### config.mk
export PLATFORM = sky130hd
export DESIGN_NAME = mem_stage_ctrl
export DESIGN_NICKNAME = d
export VERILOG_FILES = /design/src/rtl/mem_ctrl_defs_pkg.sv /design/src/rtl/mem_timeout_cnt.sv /design/src/rtl/mem_stage_ctrl.sv
export SDC_FILE = /design/constraint.sdc
export NUM_CORES = 1
export LEC_CHECK = 0
export ABC_AREA = 1
export CAP_MARGIN = 20
export CORE_ASPECT_RATIO = 0.8
export CORE_MARGIN = 5
export CORE_UTILIZATION = 43
export CTS_CLUSTER_SIZE = 30
export DETAILED_ROUTE_END_ITERATION = 7
export PLACE_DENSITY = 0.83
export SLEW_MARGIN = 20
export SYNTH_ARGS = -nofsm -noshare
export SYNTH_HDL_FRONTEND = slang
export SYNTH_SLANG_ARGS = --single-unit
### constraint.sdc
create_clock -name clk -period 3.6 [get_ports clk]
set_input_delay 1.08 -clock clk [delete_from_list [all_inputs] [get_ports clk]]
set_output_delay 1.08 -clock clk [all_outputs]
set_load 0.02 [all_outputs]
### src/rtl/mem_ctrl_defs_pkg.sv
// Shared definitions for the MEM-stage controller: state encodings, abort data, default widths.
// Optional MEM_TIMEOUT_EN build uses ABORT_DATA as the load result on an aborted access.
package mem_ctrl_defs;

  localparam int DATA_W_DEF         = 32;
  localparam int ADDR_W_DEF         = 32;
  localparam int TIMEOUT_CYCLES_DEF = 256;

  typedef enum logic [1:0] {
    ST_IDLE   = 2'd0,
    ST_ACCESS = 2'd1,
    ST_DONE   = 2'd2
  } state_t;

  localparam logic [31:0] ABORT_DATA = 32'hDEAD_BEEF;

endpackage

### src/rtl/mem_timeout_cnt.sv
// Clear/enable counter flagging expiry when the count reaches LIMIT-1; expiry is combinational.
// Used only in the MEM_TIMEOUT_EN build of mem_stage_ctrl.
module mem_timeout_cnt #(
  parameter int LIMIT = 256
) (
  input  logic clk,
  input  logic rst_n,
  input  logic clr,
  input  logic en,
  output logic expired
);

  localparam int CW = (LIMIT > 2) ? $clog2(LIMIT) : 1;
  localparam logic [CW-1:0] LAST = CW'(LIMIT - 1);

  logic [CW-1:0] cnt;

  always_ff @(posedge clk or negedge rst_n) begin
    if (!rst_n) begin
      cnt <= '0;
    end else if (clr) begin
      cnt <= '0;
    end else if (en) begin
      cnt <= cnt + CW'(1);
    end
  end

  assign expired = (cnt == LAST);

endmodule

### src/rtl/mem_stage_ctrl.sv
// MEM-stage sequencer: IDLE -> ACCESS (req held until ack) -> DONE; stalls upstream and bubbles MEM/WB meanwhile.
// MEM_TIMEOUT_EN adds an abort after TIMEOUT_CYCLES ACCESS cycles with a one-cycle mem_err pulse.
module mem_stage_ctrl
  import mem_ctrl_defs::*;
#(
  parameter int DATA_W         = DATA_W_DEF,
  parameter int ADDR_W         = ADDR_W_DEF,
  parameter int TIMEOUT_CYCLES = TIMEOUT_CYCLES_DEF
) (
  input  logic              clk,
  input  logic              rst_n,
  input  logic              mem_read_in,
  input  logic              mem_write_in,
  input  logic [ADDR_W-1:0] addr_in,
  input  logic [DATA_W-1:0] wdata_in,
  output logic              dmem_req,
  output logic              dmem_we,
  output logic [ADDR_W-1:0] dmem_addr,
  output logic [DATA_W-1:0] dmem_wdata,
  input  logic              dmem_ack,
  input  logic [DATA_W-1:0] dmem_rdata,
  output logic [DATA_W-1:0] read_data_out,
  output logic              stall,
  output logic              memwb_bubble,
  output logic              mem_err
);

  if (TIMEOUT_CYCLES < 2) begin : g_bad_timeout
    $error("TIMEOUT_CYCLES must be at least 2");
  end

  state_t state, state_nxt;
  logic   op;
  logic   launch;
  logic   capture;
  logic   abort;
  logic   timeout_hit;

  assign op = mem_read_in | mem_write_in;

  always_comb begin
    state_nxt    = ST_IDLE;
    stall        = 1'b0;
    memwb_bubble = 1'b0;
    launch       = 1'b0;
    capture      = 1'b0;
    abort        = 1'b0;
    case (state)
      ST_IDLE: begin
        if (op) begin
          stall        = 1'b1;
          memwb_bubble = 1'b1;
          launch       = 1'b1;
          state_nxt    = ST_ACCESS;
        end
      end
      ST_ACCESS: begin
        stall        = 1'b1;
        memwb_bubble = 1'b1;
        // A late ack on the expiry cycle still completes the access normally.
        if (dmem_ack) begin
          capture   = 1'b1;
          state_nxt = ST_DONE;
        end else if (timeout_hit) begin
          abort     = 1'b1;
          state_nxt = ST_DONE;
        end else begin
          state_nxt = ST_ACCESS;
        end
      end
      ST_DONE:  state_nxt = ST_IDLE;
      default:  state_nxt = ST_IDLE;
    endcase
  end

  always_ff @(posedge clk or negedge rst_n) begin
    if (!rst_n) begin
      state         <= ST_IDLE;
      dmem_req      <= 1'b0;
      dmem_we       <= 1'b0;
      dmem_addr     <= '0;
      dmem_wdata    <= '0;
      read_data_out <= '0;
    end else begin
      state <= state_nxt;
      if (launch) begin
        dmem_req   <= 1'b1;
        dmem_we    <= mem_write_in;
        dmem_addr  <= addr_in;
        dmem_wdata <= wdata_in;
      end
      if (capture) begin
        dmem_req      <= 1'b0;
        read_data_out <= dmem_rdata;
      end else if (abort) begin
        dmem_req      <= 1'b0;
        read_data_out <= DATA_W'(ABORT_DATA);
      end
    end
  end

`ifdef MEM_TIMEOUT_EN
  logic err_q;

  mem_timeout_cnt #(
    .LIMIT (TIMEOUT_CYCLES)
  ) u_timeout (
    .clk     (clk),
    .rst_n   (rst_n),
    .clr     (launch),
    .en      ((state == ST_ACCESS) && !dmem_ack),
    .expired (timeout_hit)
  );

  always_ff @(posedge clk or negedge rst_n) begin
    if (!rst_n) begin
      err_q <= 1'b0;
    end else begin
      err_q <= abort;
    end
  end

  assign mem_err = err_q;
`else
  assign timeout_hit = 1'b0;
  assign mem_err     = 1'b0;
`endif

endmodule
## Word-level counts from Yosys, hierarchy flattened

Cells that the tools add are included.

- Register bits after elaboration: 100
- Input bits: 101
- Output and inout bits: 101
- Logic and storage cells: 21

- Equal/unequal tests: 1
- Muxes and demuxes: 11
- Bitwise gates (word level): 1
- Reductions and logical operators: 2

Operators by type and width:

| operator | count |
|---|---|
| $mux 32 | 1 |
| $mux 1 | 7 |
| $pmux 2 s2 | 1 |
| $eq 2x1->1 const B | 1 |
| $logic_not 2->1 | 1 |
| $mux 2 | 1 |
| $pmux 1 s2 | 1 |
| $reduce_bool 2->1 | 1 |
| $or 1x1->1 | 1 |

## Depth between registers and ports, before layout

- Depth in word-level cells: 5
- Mapped depth: 7

## Worst setup path after synthesis

OpenSTA, ideal clock, no wires.

- Kind: in2out
- Start point: input mem_read_in
- End point: output stall
- Arrival: 1.942 ns
- Setup slack: 0.578 ns
- Stages on the path: 7
- Path buffers: 3
- Cells stage by stage: inv_1 -> nand2_1 -> nand2_2 -> buf_4 -> buf_2 -> nand2_1 -> buf_4

- Cells in the longest elaborated chain, start to end: 3

RTL lines:

| item | line | text |
|---|---|---|
| start, declared | mem_stage_ctrl.sv:12 | `input logic mem_read_in,` |
| $or 1x1->1 | mem_stage_ctrl.sv:39 | `assign op = mem_read_in \| mem_write_in;` |
| $mux 1 | n/a |  |
| $pmux 1 s2 | n/a |  |
| end, declared | mem_stage_ctrl.sv:23 | `output logic stall,` |

Every way passes these cells.

## Worst setup path after layout

- Start point: input mem_write_in
- End point: output stall

- Cells in the longest elaborated chain, start to end: 3

RTL lines:

| item | line | text |
|---|---|---|
| start, declared | mem_stage_ctrl.sv:13 | `input logic mem_write_in,` |
| $or 1x1->1 | mem_stage_ctrl.sv:39 |  |
| $mux 1 | mem_stage_ctrl.sv:50 | `if (op) begin` |
| $pmux 1 s2 | mem_stage_ctrl.sv:48 | `case (state)` |

Every way passes these cells.

==> impl_results.md <==
- Simple-Gate Fraction of Synth Area: 0.313
- Die area: 11100 sq um
- DRT iter0 DRCs: 211
- Fmax: 283 MHz
- CTS HTree Levels: 3
- Multi-input gate area: 1230 sq um
- Slew @ Worst Pin: 0.660 ns
- Endpoints failing setup: 0
- Final Max Tran Viols: 0
- Yosys warns: 0
- Leak: 3.06 nW
- Reg area: 2500 sq um
- Worst Setup Start Kind: input pin
- Synth Area in Compound Gates: 0.00129
- Drt via density: 4.77
- Vias: 3550
- Filler cell count: 701
- Drt drc: 0
- Top cells by area, synth: dfrtp_1, nand2_1, nand3_1
- Cts hold-fix bufs: 0
- Gr ovfl total: 0
- Final Hold Fails: 0
- Initial antenna violation count: 0
- Worst vdd ir: 0.491 mV
- Mapped Cells: 435
- Main combinational cell family by area after synthesis: simple AND/OR/NAND/NOR gates
- Syn Nets: 536
- Sum of negative setup slack: 0 ns
- Clock period minus worst slack: 3.54 ns
- PwrDens: 937 nW/um^2
- 1st-pass router iterations: 7
- Most area-hungry cell type in the Yosys netlist: dfrtp_1
- Core Region: 8960 sq um
- Global-route wire length before repair: 17.5 mm
- Most common cell after layout, fill and taps aside: nand2_1
- Syn avg cell area: 8.94 sq um
- GRT Overall Usage: 0.200
- Min-delay worst type: reg2reg
- Largest net degree at the start of global routing: 101
- Area share of xor/xnor cells in the synthesized design: 0
- Cts bufs inserted: 9
- CP max FO: 2
- CP endpoint kind: primary output
- Clk_lat worst skew: 0.33 ns
- DRT Wirelength: 11.2 mm
- CTS tree: built
- Final Cycle Share: 0.982
- Max-Cap Viols: 0
- Slew margin rel.: 0.560
- Mapped Area: 3890 sq um
- Wirelength per Cell: 15.0 microns
- Vias in the first global route: 3574
- Synth unique cells: 12
- Nets: 725
- Final hold slack: 0.468 ns
- RSZ-0062 raised after global routing: false
- Clock buffer depth: 2
- Root buffer cell: clkbuf_16
- #FFs+latches synth: 100
- CTS sink cnt: 100
- Die W: 116 microns
- # IOs: 202
- Final ANT Viol Nets: 0
- GPL Wtd Cong: 0.796
- Layout cells sized above 1: 0.0445
- Initial Utilization: 0.434
- Commonest cells after routing, fill and taps aside: nand2_1, clkdlybuf4s50_1, dfrtp_1, nand3_1, clkbuf_16
- Clock transition at the registers of the reported paths: 0.07 ns
- Status: finished, final reports clean
- Post-Synth Adder-Cell Area: 0
- Sequential fraction of the synthesis area: 0.643
- Yosys top cell area share: 0.643
- ANT cells: 0
- Port Buf Inserts: 200
- Site Rows: 31
- Die Y: 95.1 microns
- HPWL Detailed: 7.99 mm
- Critical Path AT: 2.46 ns
- Max Clock Skew: 0.00559 ns
- CP required: 2.52 ns
- Mux cell area share after synthesis: 0
- Area delta synth->final: 61.2%
- Crit Path Class: in2out
[synthesized netlist by cell type]
master / count
buf_1: 1
o21ai_0: 1
nor2_2: 2
clkbuf_1: 4
conb_1: 1
buf_4: 4
nand2_1: 233
buf_2: 20
nand2_2: 1
dfrtp_1: 100
inv_1: 3
nand3_1: 65
[per-layer routing]
layer / global-route usage / vias to the layer above / share of wire
li1: - / 1730 / -
met1: 0.255 / 1672 / 0.41
met2: 0.340 / 137 / 0.50
met3: 0.0482 / 11 / 0.078
met4: 0.0560 / 0 / 0.013
met5: 0 / - / 0
[sequential cells by signal, indices dropped and copies added (netlist names)]
| signal | flops |
|---|---|
| dmem_wdata | 32 |
| dmem_req | 1 |
| dmem_addr | 32 |
| read_data_out | 32 |
| dmem_we | 1 |
| state | 2 |
[logic make-up (layout without fill, tap and decap cells)]
kind of cell | after synthesis | in the layout
flip-flops | 100 | 100
other | 1 | 1
AND/OR/NAND/NOR | 301 | 301
AO/OA/AOI/OAI | 1 | 1
buffers and inverters | 32 | 226
[cell type report]
type                            count  area share
Multi-Input combinational cell    303       0.197
Clock inverter                      6      0.0114
Tap cell                          115      0.0229
Clock buffer                       10      0.0381
Inverter                            3     0.00180
Sequential cell                   100       0.399
Timing Repair Buffer              207       0.330
[metrics by stage]
step / setup slack [ns] / util / instances / total power [mW] / cell area, sq um
detailed placement: 0.0449 / 0.665 / 728 / 4.95 / 5960
floorplan: 0.578 / - / 435 / 3.47 / 3890
global placement: 0.0616 / 0.665 / 728 / 4.86 / 5960
global route: 0.00325 / 0.700 / 744 / 6.26 / 6270
CTS: 0.0445 / 0.699 / 744 / 5.95 / 6270
finish: 0.0636 / 0.700 / 744 / 5.87 / 6270
[report_power, final]
part	internal, mW	switching (mW)	leakage, nW
registers	1.67	0.310	1.23
logic	1.30	1.63	1.69
clock network	0.562	0.407	0.145
total	3.53	2.35	3.06
[path summary, 6_finish.rpt]
path	start	endpoint	slack [ns]	cells after the start
setup / recovery	mem_write_in	stall	0.06	6
hold / removal	dmem_we	dmem_we	0.47	2
min in group asynchronous	rst_n	read_data_out[25]	0.79	2
max in group asynchronous	rst_n	dmem_wdata[25]	2.39	2
hold reg to reg	dmem_we	dmem_we	0.47	2
setup reg to reg	state[1]	read_data_out[12]	2.09	5
[repair_timing]
| item | in CTS | in global routing |
|---|---|---|
| setup endpoints to repair | 0 | 2 |
| buffers inserted | 0 | 0 |
| gates resized for setup | 0 | 1 |
[worst max-delay path: stages]
cell	delay [ns]
clkdlybuf4s50_1	0.47
inv_1	0.05
nand2_2	0.08
nand2_2	0.06
nand2_1	0.09
clkdlybuf4s50_1	0.61
No activity file was read; power rests on OpenSTA's default activity.
